==> src/rtl/alu_queued.sv <==
// Single-cycle integer ALU whose results wait in an in-order queue until the
// CDB arbiter grants the head entry, so no result is lost when the bus is busy.
`default_nettype none

module alu_queued #(
  parameter int XLEN  = 32,
  parameter int ROB_W = 5,
  parameter int DEPTH = 4
) (
  input  logic             clk_in,
  input  logic             rst_n_in,
  input  logic             rdy_in,
  input  logic             clear_in,
  input  logic             issue_valid,
  input  logic [ROB_W-1:0] issue_rob_id,
  input  logic [4:0]       issue_op,
  input  logic [XLEN-1:0]  issue_v1,
  input  logic [XLEN-1:0]  issue_v2,
  output logic             issue_full,
  output logic             cdb_valid,
  output logic [ROB_W-1:0] cdb_rob_id,
  output logic [XLEN-1:0]  cdb_value,
  input  logic             cdb_grant
);

  localparam int PTR_W = $clog2(DEPTH);
  localparam int CNT_W = $clog2(DEPTH + 1);
  localparam int SH_W  = $clog2(XLEN);

  typedef enum logic [4:0] {
    OP_ADD   = 5'd0,
    OP_SUB   = 5'd1,
    OP_AND   = 5'd2,
    OP_OR    = 5'd3,
    OP_XOR   = 5'd4,
    OP_SLL   = 5'd5,
    OP_SRL   = 5'd6,
    OP_SRA   = 5'd7,
    OP_SLT   = 5'd8,
    OP_SLTU  = 5'd9,
    OP_EQ    = 5'd10,
    OP_NE    = 5'd11,
    OP_GE    = 5'd12,
    OP_GEU   = 5'd13,
    OP_PASS2 = 5'd14
  } alu_op_e;

  alu_op_e           op;
  logic [SH_W-1:0]   shamt;
  logic              lt_s;
  logic              lt_u;
  logic [XLEN-1:0]   result;

  logic [ROB_W-1:0]  rob_mem [DEPTH];
  logic [XLEN-1:0]   val_mem [DEPTH];
  logic [PTR_W-1:0]  head;
  logic [PTR_W-1:0]  tail;
  logic [CNT_W-1:0]  count;
  logic              push;
  logic              pop;

  assign op    = alu_op_e'(issue_op);
  assign shamt = issue_v2[SH_W-1:0];
  assign lt_s  = $signed(issue_v1) < $signed(issue_v2);
  assign lt_u  = issue_v1 < issue_v2;

  // NOTE: result gets a default before the case so every path assigns it and
  // no latch is inferred for the reserved opcodes.
  always_comb begin
    result = '0;
    case (op)
      OP_ADD:   result = issue_v1 + issue_v2;
      OP_SUB:   result = issue_v1 - issue_v2;
      OP_AND:   result = issue_v1 & issue_v2;
      OP_OR:    result = issue_v1 | issue_v2;
      OP_XOR:   result = issue_v1 ^ issue_v2;
      OP_SLL:   result = issue_v1 << shamt;
      OP_SRL:   result = issue_v1 >> shamt;
      OP_SRA:   result = $signed(issue_v1) >>> shamt;
      OP_SLT:   result = {{(XLEN-1){1'b0}}, lt_s};
      OP_SLTU:  result = {{(XLEN-1){1'b0}}, lt_u};
      OP_EQ:    result = {{(XLEN-1){1'b0}}, issue_v1 == issue_v2};
      OP_NE:    result = {{(XLEN-1){1'b0}}, issue_v1 != issue_v2};
      OP_GE:    result = {{(XLEN-1){1'b0}}, !lt_s};
      OP_GEU:   result = {{(XLEN-1){1'b0}}, !lt_u};
      OP_PASS2: result = issue_v2;
      default:  result = '0;
    endcase
  end

  // Full is judged on the current count alone: a same-cycle grant never frees
  // a slot for the incoming issue.
  assign issue_full = (count == CNT_W'(DEPTH));
  assign cdb_valid  = (count != '0);
  assign push       = issue_valid & ~issue_full & rdy_in & ~clear_in;
  assign pop        = cdb_valid & cdb_grant & rdy_in & ~clear_in;

  assign cdb_rob_id = cdb_valid ? rob_mem[head] : '0;
  assign cdb_value  = cdb_valid ? val_mem[head] : '0;

  // NOTE: sequential state uses non-blocking assignments so every register
  // samples pre-edge values regardless of statement order.
  always_ff @(posedge clk_in or negedge rst_n_in) begin
    if (!rst_n_in) begin
      head  <= '0;
      tail  <= '0;
      count <= '0;
    end else if (rdy_in) begin
      if (clear_in) begin
        head  <= '0;
        tail  <= '0;
        count <= '0;
      end else begin
        if (push) tail <= tail + 1'b1;
        if (pop)  head <= head + 1'b1;
        case ({push, pop})
          2'b10:   count <= count + 1'b1;
          2'b01:   count <= count - 1'b1;
          default: count <= count;
        endcase
      end
    end
  end

  // NOTE: the storage array has no reset; stale entries are never visible
  // because the head is gated by cdb_valid.
  always_ff @(posedge clk_in) begin
    if (push) begin
      rob_mem[tail] <= issue_rob_id;
      val_mem[tail] <= result;
    end
  end

endmodule

`default_nettype wire

==> config.mk <==
export PLATFORM = sky130hd
export DESIGN_NAME = alu_queued
export DESIGN_NICKNAME = d
export VERILOG_FILES = /design/src/rtl/alu_queued.sv
export SDC_FILE = /design/constraint.sdc
export NUM_CORES = 1
export LEC_CHECK = 0
export BUFFER_PORTS_ARGS = -buffer_cell sky130_fd_sc_hd__buf_2
export CAP_MARGIN = 30
export CORE_UTILIZATION = 62
export DETAILED_ROUTE_END_ITERATION = 16
export PLACE_DENSITY = 0.9
export SLEW_MARGIN = 10
export SYNTH_ARGS = -nofsm -noshare
export SYNTH_HDL_FRONTEND = slang
export SYNTH_SLANG_ARGS = --single-unit
==> constraint.sdc <==
create_clock -name clk_in -period 2.9 [get_ports clk_in]
set_input_delay 0.58 -clock clk_in [delete_from_list [all_inputs] [get_ports clk_in]]
set_output_delay 0.58 -clock clk_in [all_outputs]
set_load 0.03 [all_outputs]
==> flow_metrics.py, run 1 <==
metrics = {
    "logic_synthesis": {
        "ys_seq_area_share_pct": 30.9,
        "synth-seq-cells": 155,
        "synth_flop_cell": "edfxtp_1",
        "yosys-top-cells-area": "edfxtp_1 (30%), mux4_2 (9.3%), ha_1 (8.8%)",
        "postSynthAreaPerCell_um2": 9.09,
        "ys_warn_count": 0,
        "async_flop_share_pct": 4.52,
        "synth_edf_count": 148,
        "postSynthCellCount": 1645,
        "yosysTopAreaCell": "edfxtp_1",
        "synth_cell_types": 78,
        "syn_nets": 1833,
        "syn_area_um2": 15000,
        "synth_top_area_share_pct": 29.7,
    },
    "cts": {
        "ctsHtreeMaxLevel": 4,
        "max-clock-path-buffers": 2,
        "clock-sinks": 155,
        "cts-root-buf": "clkbuf_16",
        "cts_made_buffers": 17,
    },
    "placement": {
        "dp_hpwl_um": 44300,
        "portBuffers": 118,
        "placed_area_um2": 19100,
        "gp_congestion": 1.23,
    },
    "global_routing": {
        "grt_usage_pct": 74.6,
        "grt_overflow": 5,
        "grt_max_degree": 83,
    },
    "outcome": {
        "failing_step": "global routing",
        "outcome": "did not finish",
        "error": "[ERROR GRT-0232] Routing congestion too high. Check the congestion heatmap in the GUI.",
    },
    "die": {
        "row_count": 56,
        "die_w_um": 157,
        "io_pins": 119,
        "die_y_um": 157,
        "start_util_pct": 63.5,
    },
}
==> cell usage after synthesis (15+ instances only) <==
cell type,n
nor3_1,42
a31oi_1,25
and2_1,46
edfxtp_1,148
inv_1,102
nor2_1,165
a21o_1,17
mux2i_1,64
o21ai_0,109
ha_1,105
nand2_1,99
mux4_2,62
clkbuf_1,100
mux2_2,19
o22ai_1,15
a211oi_1,27
nand3_1,33
xnor2_1,21
a21oi_1,124
o211ai_1,31
==> timing repair <==
item / CTS
setup endpoints to repair: 97
hold buffers: 1
gates cloned: 2
resized for setup: 156
setup buffers: 33
hold endpoints to repair: 7
pin swaps: 68
==> cells by family after synthesis <==
family,Yosys count,share of synthesized area [%]
DFF,155,30.9
and+or+nand+nor,476,15.2
muxes,145,15.0
buffers and inverters,234,6.06
AOI/OAI and AO/OA,502,22.1
xor gates and xnor gates,25,1.46
adders and majority gates,108,9.18
==> routing by layer <==
metal  GRT usage (%)  GRT overflow
met1            73.4             0
met2            88.5             2
met3            62.8             0
met4            74.4             3
met5            40.2             0
==> stage by stage <==
| step | worst slack (ns) | util, % | instances |
|---|---|---|---|
| 4_1_cts | -0.430 | 87.7 | 2452 |
| 3_5_place_dp | -1.06 | 81.0 | 2386 |
| 3_3_place_gp | -0.843 | 81.0 | 2386 |
| 2_1_floorplan | -0.578 | - | 1645 |
==> run 2: changes to the inputs <==
CORE_UTILIZATION = 40   (was 62)
PLACE_DENSITY = default   (was 0.9)
PLACE_DENSITY_LB_ADDON = 0.15   (was default)
==> flow_metrics.py, run 2 <==
metrics = {
    "setup_path": {
        "cp_cell_sequence": "buf_8 -> inv_6 -> ha_4 -> or3_4 -> or4_4 -> nand3b_4 -> or3_4 -> a211oi_4 -> nor2_2 -> mux2i_1 -> a2111oi_2 -> nand3_1",
        "reg2reg_setup_slack_ns": 0.87,
        "crit_slowest_cell": "or4_4",
        "timing.rr.start": "count[0]$_DFFE_PN0P_",
        "crit_type": "in -> reg",
        "start_kind": "input port",
        "worstPathArrival_ns": 3.38,
        "endpoint_kind": "flop",
        "crit_start": "issue_v2[22]",
        "crit_buf_inv": 2,
        "r2r_end": "count[2]$_DFFE_PN0P_",
        "cp.required_ns": 3.00,
        "rr_worst_depth": 9,
        "slowest_delay_ns": 0.49,
        "critPathTopFamily": "simple AND/OR/NAND/NOR gates",
        "cp.depth": 12,
        "crit_fanout": 4,
        "critPathCapture": "val_mem[1][28]$_DFFE_PP_",
        "worst_path_most_repeated_cell": "or3_4",
    },
    "logic_synthesis": {
        "synth_edf_count": 148,
        "yosysMostFrequentCell": "nor2_1",
        "postSynthAreaPerCell_um2": 9.09,
        "postSynthCellCount": 1645,
        "yosys-top-cells-area": "edfxtp_1 (30%), mux4_2 (9.3%), ha_1 (8.8%)",
        "ys_seq_area_share_pct": 30.9,
        "synth_flop_cell": "edfxtp_1",
        "synth_cell_types": 78,
        "async_flop_share_pct": 4.52,
        "syn_nets": 1833,
        "synth-seq-cells": 155,
        "ys_warn_count": 0,
        "yosysTopAreaCell": "edfxtp_1",
        "syn_area_um2": 15000,
        "synth_top_area_share_pct": 29.7,
        "yosys-top-cells-count": "nor2_1 (165), edfxtp_1 (148), a21oi_1 (124), o21ai_0 (109), ha_1 (105)",
    },
    "cts": {
        "clock_latency_ns": 0.42,
        "max-clock-path-buffers": 2,
        "cts_made_buffers": 17,
        "ctsHtreeMaxLevel": 4,
        "cts-root-buf": "clkbuf_16",
        "clk_pin_slew_ns": 0.06,
        "cts_tree": "yes",
        "clock-sinks": 155,
    },
    "global_routing": {
        "grt_overflow": 0,
        "grt_pass1_wl_um": 96600,
        "antenna_found_initial": 1,
        "grt_max_degree": 60,
        "grt_usage_pct": 33.5,
        "grt_pass1_vias": 15791,
    },
    "power": {
        "ir_drop_mv": 0.372,
        "power_density_nw_per_um2": 458,
        "p_total_mw": 10.2,
        "leakagePower_nw": 9.33,
    },
    "worst_hold_path": {
        "hold_path_class": "in -> reg",
        "holdPathStages": 1,
    },
    "finish": {
        "area_growth_syn_to_layout_pct": 48.8,
        "largest_reg_flops": 128,
        "antenna_cells": 0,
        "top_regs": "val_mem: 128 flops, rob_mem: 20 flops, count: 3 flops",
        "nNetsFinal": 2403,
        "layout-drive-gt1-share_pct": 44.7,
        "regMostFlops": "val_mem",
        "layout_commonest_cell": "buf_4",
        "final_cell_mix": "buf_4 (518), nor2_1 (159), edfxtp_1 (148)",
    },
    "timing": {
        "rsz0062_at_grt": "yes",
        "period_needed_ns": 3.27,
        "max_slew_margin_pct": 42.4,
        "worst_slack_ns": -0.374,
        "fmax_mhz": 305,
        "hold_violations": 0,
        "final.period_utilization_pct": 113,
        "setup_viol": 56,
        "drv_slew": 0,
        "clock_skew_ns": 0.0102,
        "tightest_slew_ns": 0.855,
    },
    "die": {
        "row_count": 70,
        "io_pins": 119,
        "start_util_pct": 40.8,
        "die_area_um2": 38200,
        "die_y_um": 195,
        "die_w_um": 195,
        "core_um2": 36700,
    },
    "outcome": {
        "outcome": "complete, but fails checks",
        "violations": "negative setup slack",
    },
    "drt": {
        "drt_iter0_drc": 1366,
        "drc": 0,
        "routed_wl_um": 64300,
        "ant_nets": 0,
        "num_vias": 16072,
        "wl_per_cell_um": 23.9,
        "vias_per_cell": 5.96,
        "first_pass_iters": 5,
    },
    "placement": {
        "portBuffers": 118,
        "gp_congestion": 1.00,
        "dp_slack_ns": -1.22,
        "dp_hpwl_um": 50300,
    },
    "job": {
        "max-cap-violations": 0,
    },
}
run 2: layout make-up:
class / count / area, um^2
tap: 468 / 586
clock buffer: 19 / 433
inverter: 108 / 479
multi-input combinational: 1256 / 10700
fill: 3192 / 14400
sequential: 155 / 4620
clock inverter: 13 / 128
timing repair buffer: 677 / 5290
run 2: what timing repair did:
action                     CTS  global route
setup endpoints to repair  124           104
hold buffers                 1             0
gates cloned                 2             0
buffers inserted            28            13
hold endpoints to repair     7             0
pin swaps                   80            54
gates resized for setup    225            78
run 2: how the worst min path moves through the flow:
| stage | start | endpoint | slack [ns] |
|---|---|---|---|
| 3_5_place_dp | rst_n_in | head[1]$_DFFE_PN0P_ | 0.43 |
| 4_1_cts | issue_rob_id[2] | rob_mem[3][2]$_DFFE_PP_ | 0.37 |
| 5_1_grt | issue_rob_id[2] | rob_mem[3][2]$_DFFE_PP_ | 0.37 |
| 3_3_place_gp | rst_n_in | count[1]$_DFFE_PN0P_ | 0.42 |
| 2_1_floorplan | rst_n_in | count[0]$_DFFE_PN0P_ | 0.28 |
| 6_report | issue_rob_id[2] | rob_mem[3][2]$_DFFE_PP_ | 0.38 |
run 2: worst reg2reg max path, delay by kind of cell (launching register included):
family          cells  cell delay (ns)
fa+ha+maj           1             0.39
simple gates        5             0.66
flops               1             0.41
xor+xnor            1             0.14
compound gates      2             0.32
run 2: routing by layer:
layer,up-vias,track usage (%),wire [um]
met5,-,0,0
met4,0,12.6,2350
met3,133,4.99,4830
met2,698,53.7,29700
met1,7869,45.6,27400
li1,7372,-,-
run 2: kinds of logic (layout without fill, tap and decap cells):
family	after synthesis	after routing	share of synthesized area [%]
flops	155	155	30.9
compound gates	502	502	22.1
mux	145	145	15.0
fa+ha+maj	108	108	9.18
xor+xnor	25	25	1.46
buf+inv	234	817	6.06
simple gates	476	476	15.2
run 2: per-stage QoR:
| stage | std cells | setup TNS, ns | hold WS, ns | utilization, % | instance area (um^2) |
|---|---|---|---|---|---|
| final | 2696 | -9.96 | 0.382 | 60.7 | 22300 |
| after global routing | 2696 | -13.01 | 0.370 | 60.7 | 22300 |
| after CTS | 2688 | -6.58 | 0.367 | 59.4 | 21800 |
| after detailed placement | 2629 | -99.93 | 0.426 | 54.4 | 20000 |
| after global placement | 2629 | -94.93 | 0.425 | 54.4 | 20000 |
| after floorplan | 1645 | -18.67 | 0.284 | - | 15300 |
run 2: where the power goes:
part | internal (mW) | switching [mW]
logic | 2.36 | 3.12
clock network | 1.25 | 0.819
registers | 2.58 | 0.0522
(Power assumes the default switching activity.)
